<file path="config.mk">
export PLATFORM = sky130hd
export DESIGN_NAME = pc_fetch_ctrl_flat
export DESIGN_NICKNAME = d
export VERILOG_FILES = /design/src/rtl/pc_fetch_if.sv /design/src/rtl/pc_fetch_ctrl.sv /design/src/flat_wrapper.sv
export SDC_FILE = /design/constraint.sdc
export NUM_CORES = 1
export LEC_CHECK = 0
export BUFFER_PORTS_ARGS = -buffer_cell sky130_fd_sc_hd__clkbuf_2
export CAP_MARGIN = 20
export CORE_UTILIZATION = 30
export DETAILED_ROUTE_END_ITERATION = 7
export PLACE_DENSITY = 0.65
export SLEW_MARGIN = 30
export SYNTH_ARGS = -nofsm -noshare
export SYNTH_HDL_FRONTEND = slang
export SYNTH_SLANG_ARGS = --single-unit
</file>
<file path="constraint.sdc">
create_clock -name clk -period 7.5 [get_ports clk]
set_clock_uncertainty 0.2 [all_clocks]
set_input_delay 0.75 -clock clk [delete_from_list [all_inputs] [get_ports clk]]
set_output_delay 0.75 -clock clk [all_outputs]
set_load 0.01 [all_outputs]
</file>
<file path="src/rtl/pc_fetch_if.sv">
// pc_fetch_if: redirect inputs, fetch handshake and PC outputs of pc_fetch_ctrl.
// master = the PC controller, slave = decode/branch logic plus instruction memory.
interface pc_fetch_if #(
   parameter int XLEN = 32
);
   logic            en;
   logic [1:0]      redirect_sel;
   logic [XLEN-1:0] alu_result;
   logic [XLEN-1:0] pc_adder_result;
   logic            req_valid;
   logic            req_ready;
   logic [XLEN-1:0] req_addr;
   logic [XLEN-1:0] pc;
   logic [XLEN-1:0] pc_plus4;
   logic            misalign_trap;
   logic [XLEN-1:0] bad_addr;
   modport master (
      input  en, redirect_sel, alu_result, pc_adder_result, req_ready,
      output req_valid, req_addr, pc, pc_plus4, misalign_trap, bad_addr
   );
   modport slave (
      output en, redirect_sel, alu_result, pc_adder_result, req_ready,
      input  req_valid, req_addr, pc, pc_plus4, misalign_trap, bad_addr
   );
endinterface

</file>
<file path="src/rtl/pc_fetch_ctrl.sv">
// pc_fetch_ctrl: program counter with valid/ready fetch handshake and a one-entry redirect buffer.
// Define PC_ALIGN_TRAP_EN to trap misaligned ALU/PC_ADDER targets instead of truncating them.
module pc_fetch_ctrl #(
   parameter int              XLEN         = 32,
   parameter logic [XLEN-1:0] RESET_VECTOR = '0,
   parameter logic [XLEN-1:0] TRAP_VECTOR  = XLEN'(32'h0000_0100)
) (
   input logic        clk,
   input logic        rst,
   pc_fetch_if.master bus
);
   typedef enum logic [1:0] {BOOT, RUN, WAIT, WAIT_REDIR} state_e;
   localparam logic [1:0] SEL_SEQ   = 2'd0;
   localparam logic [1:0] SEL_ALU   = 2'd1;
   localparam logic [1:0] SEL_TRAP  = 2'd3;
   state_e          state_q, state_d;
   logic [XLEN-1:0] pc_q, pc_d, pend_q, pend_d;
   logic [XLEN-1:0] pc_plus4, user_tgt, target;
   logic            redir, pc_ld, pend_ld, use_pend;
   assign pc_plus4 = pc_q + XLEN'(4);
   assign redir    = bus.redirect_sel != SEL_SEQ;
   assign user_tgt = bus.redirect_sel == SEL_ALU ? bus.alu_result : bus.pc_adder_result;
`ifdef PC_ALIGN_TRAP_EN
   logic            misaligned, mis_q;
   logic [XLEN-1:0] bad_q;
   assign misaligned = redir && bus.redirect_sel != SEL_TRAP && |user_tgt[1:0];
   assign target = bus.redirect_sel == SEL_SEQ ? pc_plus4 :
                   (bus.redirect_sel == SEL_TRAP || misaligned) ? TRAP_VECTOR : user_tgt;
   // The trap fires only when the bad target actually lands in pc or pend.
   always_ff @(posedge clk or posedge rst) begin
      if (rst) begin
         mis_q <= 1'b0;
         bad_q <= '0;
      end else begin
         mis_q <= misaligned & (pc_ld | pend_ld);
         if (misaligned & (pc_ld | pend_ld)) bad_q <= user_tgt;
      end
   end
   assign bus.misalign_trap = mis_q;
   assign bus.bad_addr      = bad_q;
`else
   assign target = bus.redirect_sel == SEL_SEQ  ? pc_plus4 :
                   bus.redirect_sel == SEL_TRAP ? TRAP_VECTOR : user_tgt & ~XLEN'(3);
   assign bus.misalign_trap = 1'b0;
   assign bus.bad_addr      = '0;
`endif
   always_ff @(posedge clk or posedge rst) begin
      if (rst) begin
         state_q <= BOOT;
         pc_q    <= RESET_VECTOR;
         pend_q  <= '0;
      end else begin
         state_q <= state_d;
         pc_q    <= pc_d;
         pend_q  <= pend_d;
      end
   end
   // With no request outstanding (RUN, !en) a redirect goes straight into pc.
   always_comb begin
      state_d  = state_q;
      pc_ld    = 1'b0;
      pend_ld  = 1'b0;
      use_pend = 1'b0;
      case (state_q)
         BOOT: state_d = RUN;
         RUN: begin
            if (bus.en) begin
               pc_ld   = bus.req_ready;
               pend_ld = !bus.req_ready && redir;
               state_d = bus.req_ready ? RUN : redir ? WAIT_REDIR : WAIT;
            end else begin
               pc_ld = redir;
            end
         end
         WAIT: begin
            pc_ld   = bus.req_ready;
            pend_ld = !bus.req_ready && redir;
            state_d = bus.req_ready ? RUN : redir ? WAIT_REDIR : WAIT;
         end
         WAIT_REDIR: begin
            pc_ld    = bus.req_ready;
            use_pend = !redir;
            pend_ld  = !bus.req_ready && redir;
            state_d  = bus.req_ready ? RUN : WAIT_REDIR;
         end
         default: state_d = BOOT;
      endcase
   end
   assign pc_d   = !pc_ld ? pc_q : use_pend ? pend_q : target;
   assign pend_d = pend_ld ? target : pend_q;
   always_comb begin
      bus.req_valid = state_q == RUN ? bus.en : state_q != BOOT;
      bus.req_addr  = pc_q;
      bus.pc        = pc_q;
      bus.pc_plus4  = pc_plus4;
   end
endmodule

</file>
<file path="src/flat_wrapper.sv">
// flat-port wrapper written by rule: the top's interface ports become plain ports
module pc_fetch_ctrl_flat 
#(
   parameter int              XLEN         = 32,
   parameter logic [XLEN-1:0] RESET_VECTOR = '0,
   parameter logic [XLEN-1:0] TRAP_VECTOR  = XLEN'(32'h0000_0100)
)
  (clk, rst, bus_en, bus_redirect_sel, bus_alu_result, bus_pc_adder_result, bus_req_ready, bus_req_valid, bus_req_addr, bus_pc, bus_pc_plus4, bus_misalign_trap, bus_bad_addr);
  pc_fetch_if #(.XLEN(XLEN)) bus_i ();
  input logic clk;
  input logic rst;
  input wire logic [$bits(bus_i.en)-1:0] bus_en;
  input wire logic [$bits(bus_i.redirect_sel)-1:0] bus_redirect_sel;
  input wire logic [$bits(bus_i.alu_result)-1:0] bus_alu_result;
  input wire logic [$bits(bus_i.pc_adder_result)-1:0] bus_pc_adder_result;
  input wire logic [$bits(bus_i.req_ready)-1:0] bus_req_ready;
  output wire logic [$bits(bus_i.req_valid)-1:0] bus_req_valid;
  output wire logic [$bits(bus_i.req_addr)-1:0] bus_req_addr;
  output wire logic [$bits(bus_i.pc)-1:0] bus_pc;
  output wire logic [$bits(bus_i.pc_plus4)-1:0] bus_pc_plus4;
  output wire logic [$bits(bus_i.misalign_trap)-1:0] bus_misalign_trap;
  output wire logic [$bits(bus_i.bad_addr)-1:0] bus_bad_addr;
  assign bus_i.en = bus_en;
  assign bus_i.redirect_sel = bus_redirect_sel;
  assign bus_i.alu_result = bus_alu_result;
  assign bus_i.pc_adder_result = bus_pc_adder_result;
  assign bus_i.req_ready = bus_req_ready;
  assign bus_req_valid = bus_i.req_valid;
  assign bus_req_addr = bus_i.req_addr;
  assign bus_pc = bus_i.pc;
  assign bus_pc_plus4 = bus_i.pc_plus4;
  assign bus_misalign_trap = bus_i.misalign_trap;
  assign bus_bad_addr = bus_i.bad_addr;
  pc_fetch_ctrl #(.XLEN(XLEN), .RESET_VECTOR(RESET_VECTOR), .TRAP_VECTOR(TRAP_VECTOR)) u_core (.clk(clk), .rst(rst), .bus(bus_i));
endmodule
</file>
[After elaboration in Yosys (flattened, before gate mapping)]
Index checks and enable logic that the tools add are counted.
Operators by class
  add/subtract/negate cells: 1
  eq/ne operators: 6
  mux-type cells: 15
  reduce and logical (&&, ||, !) cells: 8
Operators with widths (count)
  32-bit 2-to-1 mux: 4
  32-bit by 3-bit adder with 32-bit output (second input constant): 1
  2-bit one-hot mux with 4 select lines: 1
  2-bit == test (second input constant): 3
  2-bit 2-to-1 mux: 3
  1-bit 2-to-1 mux: 5
  2-bit by 1-bit == test with 1-bit output (second input constant): 2
  2-bit zero test: 2
  1-bit one-hot mux with 2 select lines: 2
  2-bit nonzero test: 2
  1-bit zero test: 2
  2-bit != test (second input constant): 1
  2-bit OR reduction: 1
  1-bit logical AND: 1
Word-level totals
  bits in registers: 66
  bits of input ports: 70
  output and inout bits: 130

[Logic depth before layout (Yosys ltp)]
Gate-level depths: netlist of run 1.
  word-level depth: 5
  depth in mapped cells: 8
  depth with buffers taken out: 7

[Least setup slack after synthesis of run 1]
No wires, ideal clock.
  kind: reg2out
  start point: register u_core.pc_q[2] (netlist: u_core.bus.pc[2])
  end point: output bus_pc_plus4[28]
  data arrival time: 2.174 ns
  setup slack: 4.376 ns
  stages on the path, launching flop included: 7
  path buffers: 1
  cells stage by stage: dfrtp_1 > ha_1 > nand3_1 > or4_1 > buf_6 > o31a_1 > or2_2
Between the ends
  cells in the longest elaborated chain, start to end: 1
Ends and longest elaborated chain
  start, declared: line pc_fetch_ctrl.sv:17  | logic [XLEN-1:0] pc_q, pc_d, pend_q, pend_d;
  start signal, assigned: line pc_fetch_ctrl.sv:54  | pc_q <= pc_d;
  32-bit by 3-bit adder with 32-bit output: line pc_fetch_ctrl.sv:20  | assign pc_plus4 = pc_q + XLEN'(4);
  end, declared: line flat_wrapper.sv:20  | output wire logic [$bits(bus_i.pc_plus4)-1:0] bus_pc_plus4;
No other way between the ends.

[Final worst setup path of run 1]
Ends and elaborated chain as after synthesis.

==> flow_summary.html, run 1 <==
<table>
<tr><th>Metric</th><th>Value</th></tr>
<tr><th colspan="2">STA</th></tr>
<tr><td>Final hold viol count</td><td>0</td></tr>
<tr><td>Min Clock Period, post-route</td><td>3970 ps</td></tr>
<tr><td>Top achievable clock speed</td><td>0.252 GHz</td></tr>
<tr><td>Setup repair after global routing missed its margin</td><td>no</td></tr>
<tr><td>Final critical-path setup slack</td><td>3530 ps</td></tr>
<tr><td>Period Utilization, post-route</td><td>0.529</td></tr>
<tr><td>Relative max-transition margin</td><td>0.478</td></tr>
<tr><td>Final total negative setup slack</td><td>0 ps</td></tr>
<tr><td>Max Transition Viols Final</td><td>0</td></tr>
<tr><td>Tightest Pin Transition</td><td>around 780 ps</td></tr>
<tr><td>Number of failing setup endpoints in the final timing report</td><td>0</td></tr>
<tr><th colspan="2">Final layout</th></tr>
<tr><td>Final nets</td><td>793</td></tr>
<tr><td>Area of all placed cells without fillers</td><td>5810 sq um</td></tr>
<tr><td>Non-Filler Instances</td><td>~940</td></tr>
<tr><td>Filler Cells Inserted</td><td>between 1,500 and 2,000</td></tr>
<tr><td>Register area</td><td>1650 sq um</td></tr>
<tr><td>Post-synthesis to final-layout area growth</td><td>19.3%</td></tr>
<tr><td>Area of the multi-input gates</td><td>2650 sq um</td></tr>
<tr><td>Layout cells sized above 1</td><td>0.290</td></tr>
<tr><th colspan="2">Routing</th></tr>
<tr><td>Via density</td><td>5.08</td></tr>
<tr><td>Final antenna-violating net count</td><td>0</td></tr>
<tr><td>Drt pass-1 iters</td><td>6</td></tr>
<tr><td>Total via count in the routed design</td><td>4,763</td></tr>
<tr><td>DRT iter0 DRCs</td><td>~310</td></tr>
<tr><td>Total DRC errors in the routed layout</td><td>0</td></tr>
<tr><td>Routed Wire Length</td><td>15,800 um</td></tr>
<tr><td>Wirelength per Cell</td><td>roughly 17 um</td></tr>
<tr><th colspan="2">Clock tree</th></tr>
<tr><td>Insertion delay to the later sink of the worst-skew pair</td><td>330 ps</td></tr>
<tr><td>CTS max path bufs</td><td>2</td></tr>
<tr><td>H-tree depth</td><td>3</td></tr>
<tr><td>Number of clock sinks</td><td>between 60 and 70</td></tr>
<tr><td>Root Buffer Master</td><td>sky130_fd_sc_hd__clkbuf_16</td></tr>
<tr><td>CTS tree</td><td>built</td></tr>
<tr><td>Number of post-CTS setup repair buffers</td><td>0</td></tr>
<tr><td>Number of buffers created by CTS</td><td>9</td></tr>
<tr><td>Gates resized, CTS repair</td><td>0</td></tr>
<tr><td>CTS clock-pin slew for the worst setup and hold paths</td><td>about 50 ps</td></tr>
<tr><td>Hold-fix buffers at CTS</td><td>0</td></tr>
<tr><th colspan="2">Synthesis</th></tr>
<tr><td>Seq/Total Area, Yosys</td><td>0.339</td></tr>
<tr><td>Number of synthesized flops with an enable pin</td><td>0</td></tr>
<tr><td>Share of synthesized flip-flops with an asynchronous set or reset</td><td>1.00</td></tr>
<tr><td>Flop and latch count out of synthesis</td><td>66</td></tr>
<tr><td>Distinct cell type count of the synthesized netlist</td><td>67</td></tr>
<tr><td>Main flop type after synthesis</td><td>sky130_fd_sc_hd__dfrtp_1</td></tr>
<tr><td>Yosys warning count</td><td>0</td></tr>
<tr><td>Mapped Cells</td><td>602</td></tr>
<tr><td>Area of the mapped netlist</td><td>4870 sq um</td></tr>
<tr><td>Syn Area/Cell</td><td>8.08 sq um</td></tr>
<tr><th colspan="2">Placement</th></tr>
<tr><td>Placed inst area</td><td>between 5000 and 6000 sq um</td></tr>
<tr><td>Count of input and output buffers</td><td>162</td></tr>
<tr><td>Final weighted congestion in routability-driven placement</td><td>0.827</td></tr>
<tr><td>Pre-CTS setup slack</td><td>3880 ps</td></tr>
<tr><td>DP Wirelength</td><td>11,100 um</td></tr>
<tr><td>Placed Cells incl. Taps</td><td>921</td></tr>
<tr><th colspan="2">Die</th></tr>
<tr><td>Starting density of the core</td><td>0.306</td></tr>
<tr><td>I/O pins</td><td>200</td></tr>
<tr><td>Die X</td><td>129 um</td></tr>
<tr><td>Area of the die</td><td>16,700 sq um</td></tr>
<tr><td>Height of the die</td><td>129 um</td></tr>
<tr><td>Core footprint</td><td>15,900 sq um</td></tr>
<tr><td>Standard-cell row count</td><td>46</td></tr>
<tr><th colspan="2">Power</th></tr>
<tr><td>Portion of total power attributed to combinational logic</td><td>0.478</td></tr>
<tr><td>Leakage</td><td>2.72 nW</td></tr>
<tr><td>Net switching power of the design</td><td>around 0.96 mW</td></tr>
<tr><td>Sw Share</td><td>0.450</td></tr>
<tr><td>Max rail drop VDD</td><td>between 0.1 and 0.15 mV</td></tr>
<tr><td>Clock power share</td><td>0.177</td></tr>
<tr><td>Power Dens Cells</td><td>366 nW/um^2</td></tr>
<tr><td>Flop pwr share</td><td>0.345</td></tr>
<tr><td>Internal cell power</td><td>1.17 mW</td></tr>
<tr><th colspan="2">Hold path</th></tr>
<tr><td>Hold crit path type</td><td>flop to flop</td></tr>
<tr><th colspan="2">GRT</th></tr>
<tr><td>First-pass GRT wire length</td><td>24,000 um</td></tr>
<tr><td>Global-route total usage across every layer</td><td>0.192</td></tr>
<tr><td>Pin count of the biggest net entering global routing</td><td>67</td></tr>
<tr><td>Vias in the first global route</td><td>4,140</td></tr>
<tr><td>Antenna violations before repair</td><td>1</td></tr>
<tr><td>Total grt overflow</td><td>0</td></tr>
<tr><th colspan="2">Setup path</th></tr>
<tr><td>Worst EP arrival</td><td>3020 ps</td></tr>
<tr><td>Required time reported for the critical path endpoint</td><td>6550 ps</td></tr>
<tr><td>Setup Crit Path Kind</td><td>flop to output pin</td></tr>
<tr><td>Endpoint kind of the worst setup timing path</td><td>output pin</td></tr>
<tr><td>CP startpoint kind</td><td>flop</td></tr>
<tr><td>Peak fanout along the critical path</td><td>11</td></tr>
<tr><th colspan="2">Status</th></tr>
<tr><td>Run status</td><td>completed</td></tr>
<tr><th colspan="2">Run</th></tr>
<tr><td>Max Cap Viol</td><td>0</td></tr>
</table>
[synth_stat cells, types with 7 or more instances]
cell                        n  area (sq um)
sky130_fd_sc_hd__a21oi_1   37           185
sky130_fd_sc_hd__a22oi_1   10          75.1
sky130_fd_sc_hd__buf_1      7          26.3
sky130_fd_sc_hd__buf_4     67           503
sky130_fd_sc_hd__clkbuf_1  26          97.6
sky130_fd_sc_hd__dfrtp_1   66          1650
sky130_fd_sc_hd__inv_1     16          60.1
sky130_fd_sc_hd__mux2_2     7          78.8
sky130_fd_sc_hd__nand2_1   70           263
sky130_fd_sc_hd__nand3_1   18          90.1
sky130_fd_sc_hd__nor2_1    35           131
sky130_fd_sc_hd__nor3_1    16          80.1
sky130_fd_sc_hd__o21ai_0   65           325
sky130_fd_sc_hd__or3_1     10          62.6
sky130_fd_sc_hd__xnor2_1   15           131
sky130_fd_sc_hd__xor2_1     9          78.8
[final timing paths]
path | from | endpoint | slack [ps] | depth (start not counted)
max in group asynchronous | rst | u_core.bus.pc[30] | 6240 | 3
worst max register to register | u_core.state_q[0] | u_core.pend_q[14] | 4500 | 6
worst max-delay path | u_core.bus.pc[2] | bus_pc_plus4[28] | 3530 | 6
min in group asynchronous | rst | u_core.pend_q[6] | 350 | 3
worst min register to register | u_core.pend_q[8] | u_core.pend_q[8] | 270 | 2
worst min-delay path | u_core.pend_q[8] | u_core.pend_q[8] | 270 | 2
[critical path, cell delays in order (launching register included)]
cell and delay, ps:
sky130_fd_sc_hd__dfrtp_1 480, sky130_fd_sc_hd__ha_1 230, sky130_fd_sc_hd__nand3_1 300, sky130_fd_sc_hd__or4_1 850
sky130_fd_sc_hd__o31a_1 390, sky130_fd_sc_hd__or2_2 310, sky130_fd_sc_hd__clkbuf_2 130
[metrics by stage]
step	hold slack [ps]	total power [mW]	utilization
2_1_floorplan	241	1.43	-
3_3_place_gp	256	1.74	0.348
3_5_place_dp	260	1.76	0.349
4_1_cts	272	2.14	0.365
5_1_grt	274	2.30	0.365
6_report	270	2.13	0.366
[final cells by class]
| cell class | instances | area share |
|---|---|---|
| diodes | 1 | 0.000431 |
| repair buffers | 176 | 0.159 |
| inverters | 16 | 0.0103 |
| multi-input cells | 448 | 0.456 |
| well taps | 216 | 0.0465 |
| clock buffers | 14 | 0.0437 |
| flip-flops and latches | 66 | 0.284 |
[power by group through the flow]
stage               Combinational, mW  Sequential (mW)  Clock [mW]
detailed placement               1.02            0.737           0
finish                           1.02            0.734       0.376
global route                     1.14            0.767       0.399
global placement                 1.01            0.732           0
floorplan                       0.735            0.691           0
CTS                              1.02            0.732       0.387
[logic make-up after synthesis]
logic type                 after synthesis  synth area share
AOI/OAI and AO/OA                      184             0.240
DFF                                     66             0.339
xor gates and xnor gates                24            0.0432
adders and majority gates                6            0.0154
and+or+nand+nor                        190             0.189
buffers and inverters                  120             0.147
other                                    1          0.000770
muxes                                   11            0.0255
[routing by layer]
metal | up-vias | global-route usage | routed length (um)
met5 | - | 0 | 0
met3 | 15 | 0.0438 | 1210
met4 | 0 | 0.0401 | 170
met1 | 2242 | 0.258 | 7130
li1 | 2276 | - | -
met2 | 230 | 0.313 | 7290
[state kept, by name, summed over array words and instances (netlist names)]
register        count
u_core.bus.pc      32
u_core.pend_q      32
u_core.state_q      2
[cell usage in the layout, fill, tap and decap left out, drive strengths merged, types with 15 or more instances in the layout]
| cell | netlist | routed |
|---|---|---|
| a21oi | 37 | 37 |
| clkbuf | 26 | 176 |
| conb | 1 | 33 |
| dfrtp | 66 | 66 |
| inv | 16 | 16 |
| nand2 | 70 | 70 |
| nand3 | 18 | 18 |
| nor2 | 35 | 35 |
| nor3 | 17 | 17 |
| o21ai | 66 | 66 |
| xnor2 | 15 | 15 |
Note: power is estimated with default switching activity, not from simulation.
==> inputs of run 2 (changes only) <==
==> constraint.sdc (replaced) <==
create_clock -name clk -period 3.8 [get_ports clk]
set_clock_uncertainty 0.2 [all_clocks]
set_input_delay 0.38 -clock clk [delete_from_list [all_inputs] [get_ports clk]]
set_output_delay 0.38 -clock clk [all_outputs]
set_load 0.01 [all_outputs]
==> flow_summary.html, run 2 (same netlist as run 1, synthesis figures left out) <==
<table>
<tr><th>Metric</th><th>Value</th></tr>
<tr><th colspan="2">Setup path</th></tr>
<tr><td>Standard cell with the maximum stage delay on the critical path</td><td>sky130_fd_sc_hd__or4_1 (unchanged)</td></tr>
<tr><td>Peak fanout along the critical path</td><td>11 (unchanged)</td></tr>
<tr><td>Setup Crit Path Kind</td><td>flop to output pin (unchanged)</td></tr>
<tr><td>CP startpoint kind</td><td>flop (unchanged)</td></tr>
<tr><td>Worst EP arrival</td><td>2900 ps (was 3020 ps)</td></tr>
<tr><td>Cell-by-cell listing of the critical path</td><td>ha_1 &gt; nand3_1 &gt; buf_4 &gt; or4_1 &gt; o31a_1 &gt; or2_2 &gt; clkbuf_2 (was ha_1 &gt; nand3_1 &gt; or4_1 &gt; o31a_1 &gt; or2_2 &gt; clkbuf_2)</td></tr>
<tr><td>Endpoint kind of the worst setup timing path</td><td>output pin (unchanged)</td></tr>
<tr><td>Max incr delay on CP</td><td>790 ps (was 850 ps)</td></tr>
<tr><td>Required time reported for the critical path endpoint</td><td>3220 ps (was 6550 ps)</td></tr>
<tr><th colspan="2">STA</th></tr>
<tr><td>Min Clock Period, post-route</td><td>between 3000 and 4000 ps</td></tr>
<tr><td>Period Utilization, post-route</td><td>0.917</td></tr>
<tr><td>Relative max-transition margin</td><td>0.438 (was 0.478)</td></tr>
<tr><td>Final total negative setup slack</td><td>0 ps (unchanged)</td></tr>
<tr><td>Final hold slack</td><td>128 ps (was 270 ps)</td></tr>
<tr><td>Tightest Pin Transition</td><td>840 ps (was 783 ps)</td></tr>
<tr><td>Top achievable clock speed</td><td>0.287 GHz</td></tr>
<tr><td>Final hold viol count</td><td>0 (unchanged)</td></tr>
<tr><td>Final critical-path setup slack</td><td>316 ps (was 3530 ps)</td></tr>
<tr><td>Number of failing setup endpoints in the final timing report</td><td>0 (unchanged)</td></tr>
<tr><td>Setup repair after global routing missed its margin</td><td>no (unchanged)</td></tr>
<tr><td>Max Transition Viols Final</td><td>0 (unchanged)</td></tr>
<tr><th colspan="2">Clock tree</th></tr>
<tr><td>H-tree depth</td><td>3 (unchanged)</td></tr>
<tr><td>CTS max path bufs</td><td>2 (unchanged)</td></tr>
<tr><td>Insertion delay to the later sink of the worst-skew pair</td><td>340 ps (was 330 ps)</td></tr>
<tr><td>Number of clock sinks</td><td>66 (unchanged)</td></tr>
<tr><td>Gates resized, CTS repair</td><td>0 (unchanged)</td></tr>
<tr><td>Number of post-CTS setup repair buffers</td><td>0 (unchanged)</td></tr>
<tr><td>CTS tree</td><td>built (unchanged)</td></tr>
<tr><td>Hold-fix buffers at CTS</td><td>1 (was 0)</td></tr>
<tr><td>Root Buffer Master</td><td>sky130_fd_sc_hd__clkbuf_16 (unchanged)</td></tr>
<tr><td>CTS clock-pin slew for the worst setup and hold paths</td><td>60 ps (was 50 ps)</td></tr>
<tr><td>Number of buffers created by CTS</td><td>9 (unchanged)</td></tr>
<tr><th colspan="2">Placement</th></tr>
<tr><td>Pre-CTS setup slack</td><td>676 ps (was 3880 ps)</td></tr>
<tr><td>Placed inst area</td><td>5620 sq um (was 5540 sq um)</td></tr>
<tr><td>DP Wirelength</td><td>11,800 um (was 11,100 um)</td></tr>
<tr><td>Placed Cells incl. Taps</td><td>931 (was 921)</td></tr>
<tr><td>Count of input and output buffers</td><td>162 (unchanged)</td></tr>
<tr><td>Final weighted congestion in routability-driven placement</td><td>0.820 (was 0.827)</td></tr>
<tr><th colspan="2">GRT</th></tr>
<tr><td>Most Used Layer, Global Route</td><td>met2 (unchanged)</td></tr>
<tr><td>Total grt overflow</td><td>0 (unchanged)</td></tr>
<tr><td>Met2 usage</td><td>0.304 (was 0.313)</td></tr>
<tr><td>Met1 Usage GRT</td><td>0.261 (was 0.258)</td></tr>
<tr><td>Vias in the first global route</td><td>4,274 (was 4,140)</td></tr>
<tr><td>Pin count of the biggest net entering global routing</td><td>35 (was 67)</td></tr>
<tr><td>Global-route total usage across every layer</td><td>0.194 (was 0.192)</td></tr>
<tr><td>First-pass GRT wire length</td><td>24,400 um (was 24,000 um)</td></tr>
<tr><td>Antenna violations before repair</td><td>1 (unchanged)</td></tr>
<tr><td>Met3 track utilization from global routing</td><td>0.0553 (was 0.0438)</td></tr>
<tr><th colspan="2">Final layout</th></tr>
<tr><td>Area of all placed cells without fillers</td><td>5970 sq um (was 5810 sq um)</td></tr>
<tr><td>Most common cell after layout, fill and taps aside</td><td>sky130_fd_sc_hd__clkbuf_2 (unchanged)</td></tr>
<tr><td>Post-synthesis to final-layout area growth</td><td>22.6% (was 19.3%)</td></tr>
<tr><td>Non-Filler Instances</td><td>949 (was 937)</td></tr>
<tr><td>Filler Cells Inserted</td><td>1,707 (was 1,709)</td></tr>
<tr><td>Top library cells by usage in the layout, fill and taps aside</td><td>162 x sky130_fd_sc_hd__clkbuf_2, 70 x sky130_fd_sc_hd__nand2_1, 66 x sky130_fd_sc_hd__dfrtp_1 (unchanged)</td></tr>
<tr><td>Area of the multi-input gates</td><td>2650 sq um (unchanged)</td></tr>
<tr><td>Layout cells sized above 1</td><td>0.306 (was 0.290)</td></tr>
<tr><td>Final nets</td><td>803 (was 793)</td></tr>
<tr><td>Utilization after layout</td><td>0.376 (was 0.366)</td></tr>
<tr><td>Register area</td><td>1650 sq um (unchanged)</td></tr>
<tr><th colspan="2">Routing</th></tr>
<tr><td>Total DRC errors in the routed layout</td><td>0 (unchanged)</td></tr>
<tr><td>Routed Wire Length</td><td>15,900 um (was 15,800 um)</td></tr>
<tr><td>Wirelength per Cell</td><td>16.8 um (was 16.9 um)</td></tr>
<tr><td>Drt pass-1 iters</td><td>5 (was 6)</td></tr>
<tr><td>Via density</td><td>5.03 (was 5.08)</td></tr>
<tr><td>DRT iter0 DRCs</td><td>391 (was 313)</td></tr>
<tr><td>Final antenna-violating net count</td><td>0 (unchanged)</td></tr>
<tr><td>Total via count in the routed design</td><td>4,769 (was 4,763)</td></tr>
<tr><th colspan="2">Run</th></tr>
<tr><td>Max Cap Viol</td><td>0 (unchanged)</td></tr>
<tr><th colspan="2">Status</th></tr>
<tr><td>Run status</td><td>completed (unchanged)</td></tr>
<tr><th colspan="2">Die</th></tr>
<tr><td>Standard-cell row count</td><td>46 (unchanged)</td></tr>
<tr><td>Die X</td><td>129 um (unchanged)</td></tr>
<tr><td>Area of the die</td><td>16,700 sq um (unchanged)</td></tr>
<tr><td>Core footprint</td><td>15,900 sq um (unchanged)</td></tr>
<tr><td>I/O pins</td><td>200 (unchanged)</td></tr>
<tr><td>Starting density of the core</td><td>0.306 (unchanged)</td></tr>
<tr><td>Height of the die</td><td>129 um (unchanged)</td></tr>
<tr><th colspan="2">Power</th></tr>
<tr><td>Total power</td><td>4.42 mW (was 2.13 mW)</td></tr>
<tr><td>Leakage</td><td>2.81 nW (was 2.72 nW)</td></tr>
<tr><td>Max rail drop VDD</td><td>0.326 mV (was 0.148 mV)</td></tr>
<tr><td>Power Dens Cells</td><td>741 nW/um^2 (was 366 nW/um^2)</td></tr>
<tr><th colspan="2">Hold path</th></tr>
<tr><td>Hold crit path type</td><td>primary input to flop (was flop to flop)</td></tr>
</table>
==> run 2: cell count changes in the layout (fill, tap and decap cells not counted), sizes merged <==
cell,before,now
buf,14,23
bufinv,0,2
clkbuf,176,172
clkinv,0,3
clkinvlp,0,1
dlygate4sd3,0,1
==> run 2: routing by layer <==
metal / vias up / share of wire
li1: 2290 / -
met1: 2248 / 0.45
met2: 217 / 0.46
met3: 14 / 0.083
met4: 0 / 0.011
met5: - / 0
==> run 2: final timing paths <==
check | startpoint | endpoint | slack, ps | cells after the start
max in group asynchronous | rst | u_core.pend_q[22] | 2220 | 4
worst min register to register | u_core.pend_q[30] | u_core.pend_q[30] | 280 | 2
worst min-delay path | bus_alu_result[8] | u_core.pend_q[8] | 130 | 3
worst max register to register | u_core.state_q[1] | u_core.pend_q[7] | 960 | 7
min in group asynchronous | rst | u_core.pend_q[4] | 400 | 3
worst max-delay path | u_core.bus.pc[3] | bus_pc_plus4[28] | 320 | 7
==> run 2: area by class of cell <==
type / instances / share of cell area
antenna: 1 / 0.000419
clock buffer: 10 / 0.0401
clock inverter: 6 / 0.0151
inverter: 16 / 0.0101
multi-input combinational: 448 / 0.444
sequential: 66 / 0.277
tap: 216 / 0.0453
timing repair buffer: 186 / 0.169
==> run 2: worst max-delay path, delay by kind of cell, from the launching register on <==
kind                     cells  cell delay (ps)
AND/OR/NAND/NOR              3             1170
flip-flops                   1              460
AO/OA/AOI/OAI                1              400
buffers and inverters        2              310
adder cells (fa/ha/maj)      1              220
==> run 2: report_power, final <==
part           total [mW]  internal, mW  switching, mW
logic                2.04         0.870           1.17
clock network       0.925         0.593          0.331
registers            1.45          1.02          0.432
total                4.42          2.48           1.94
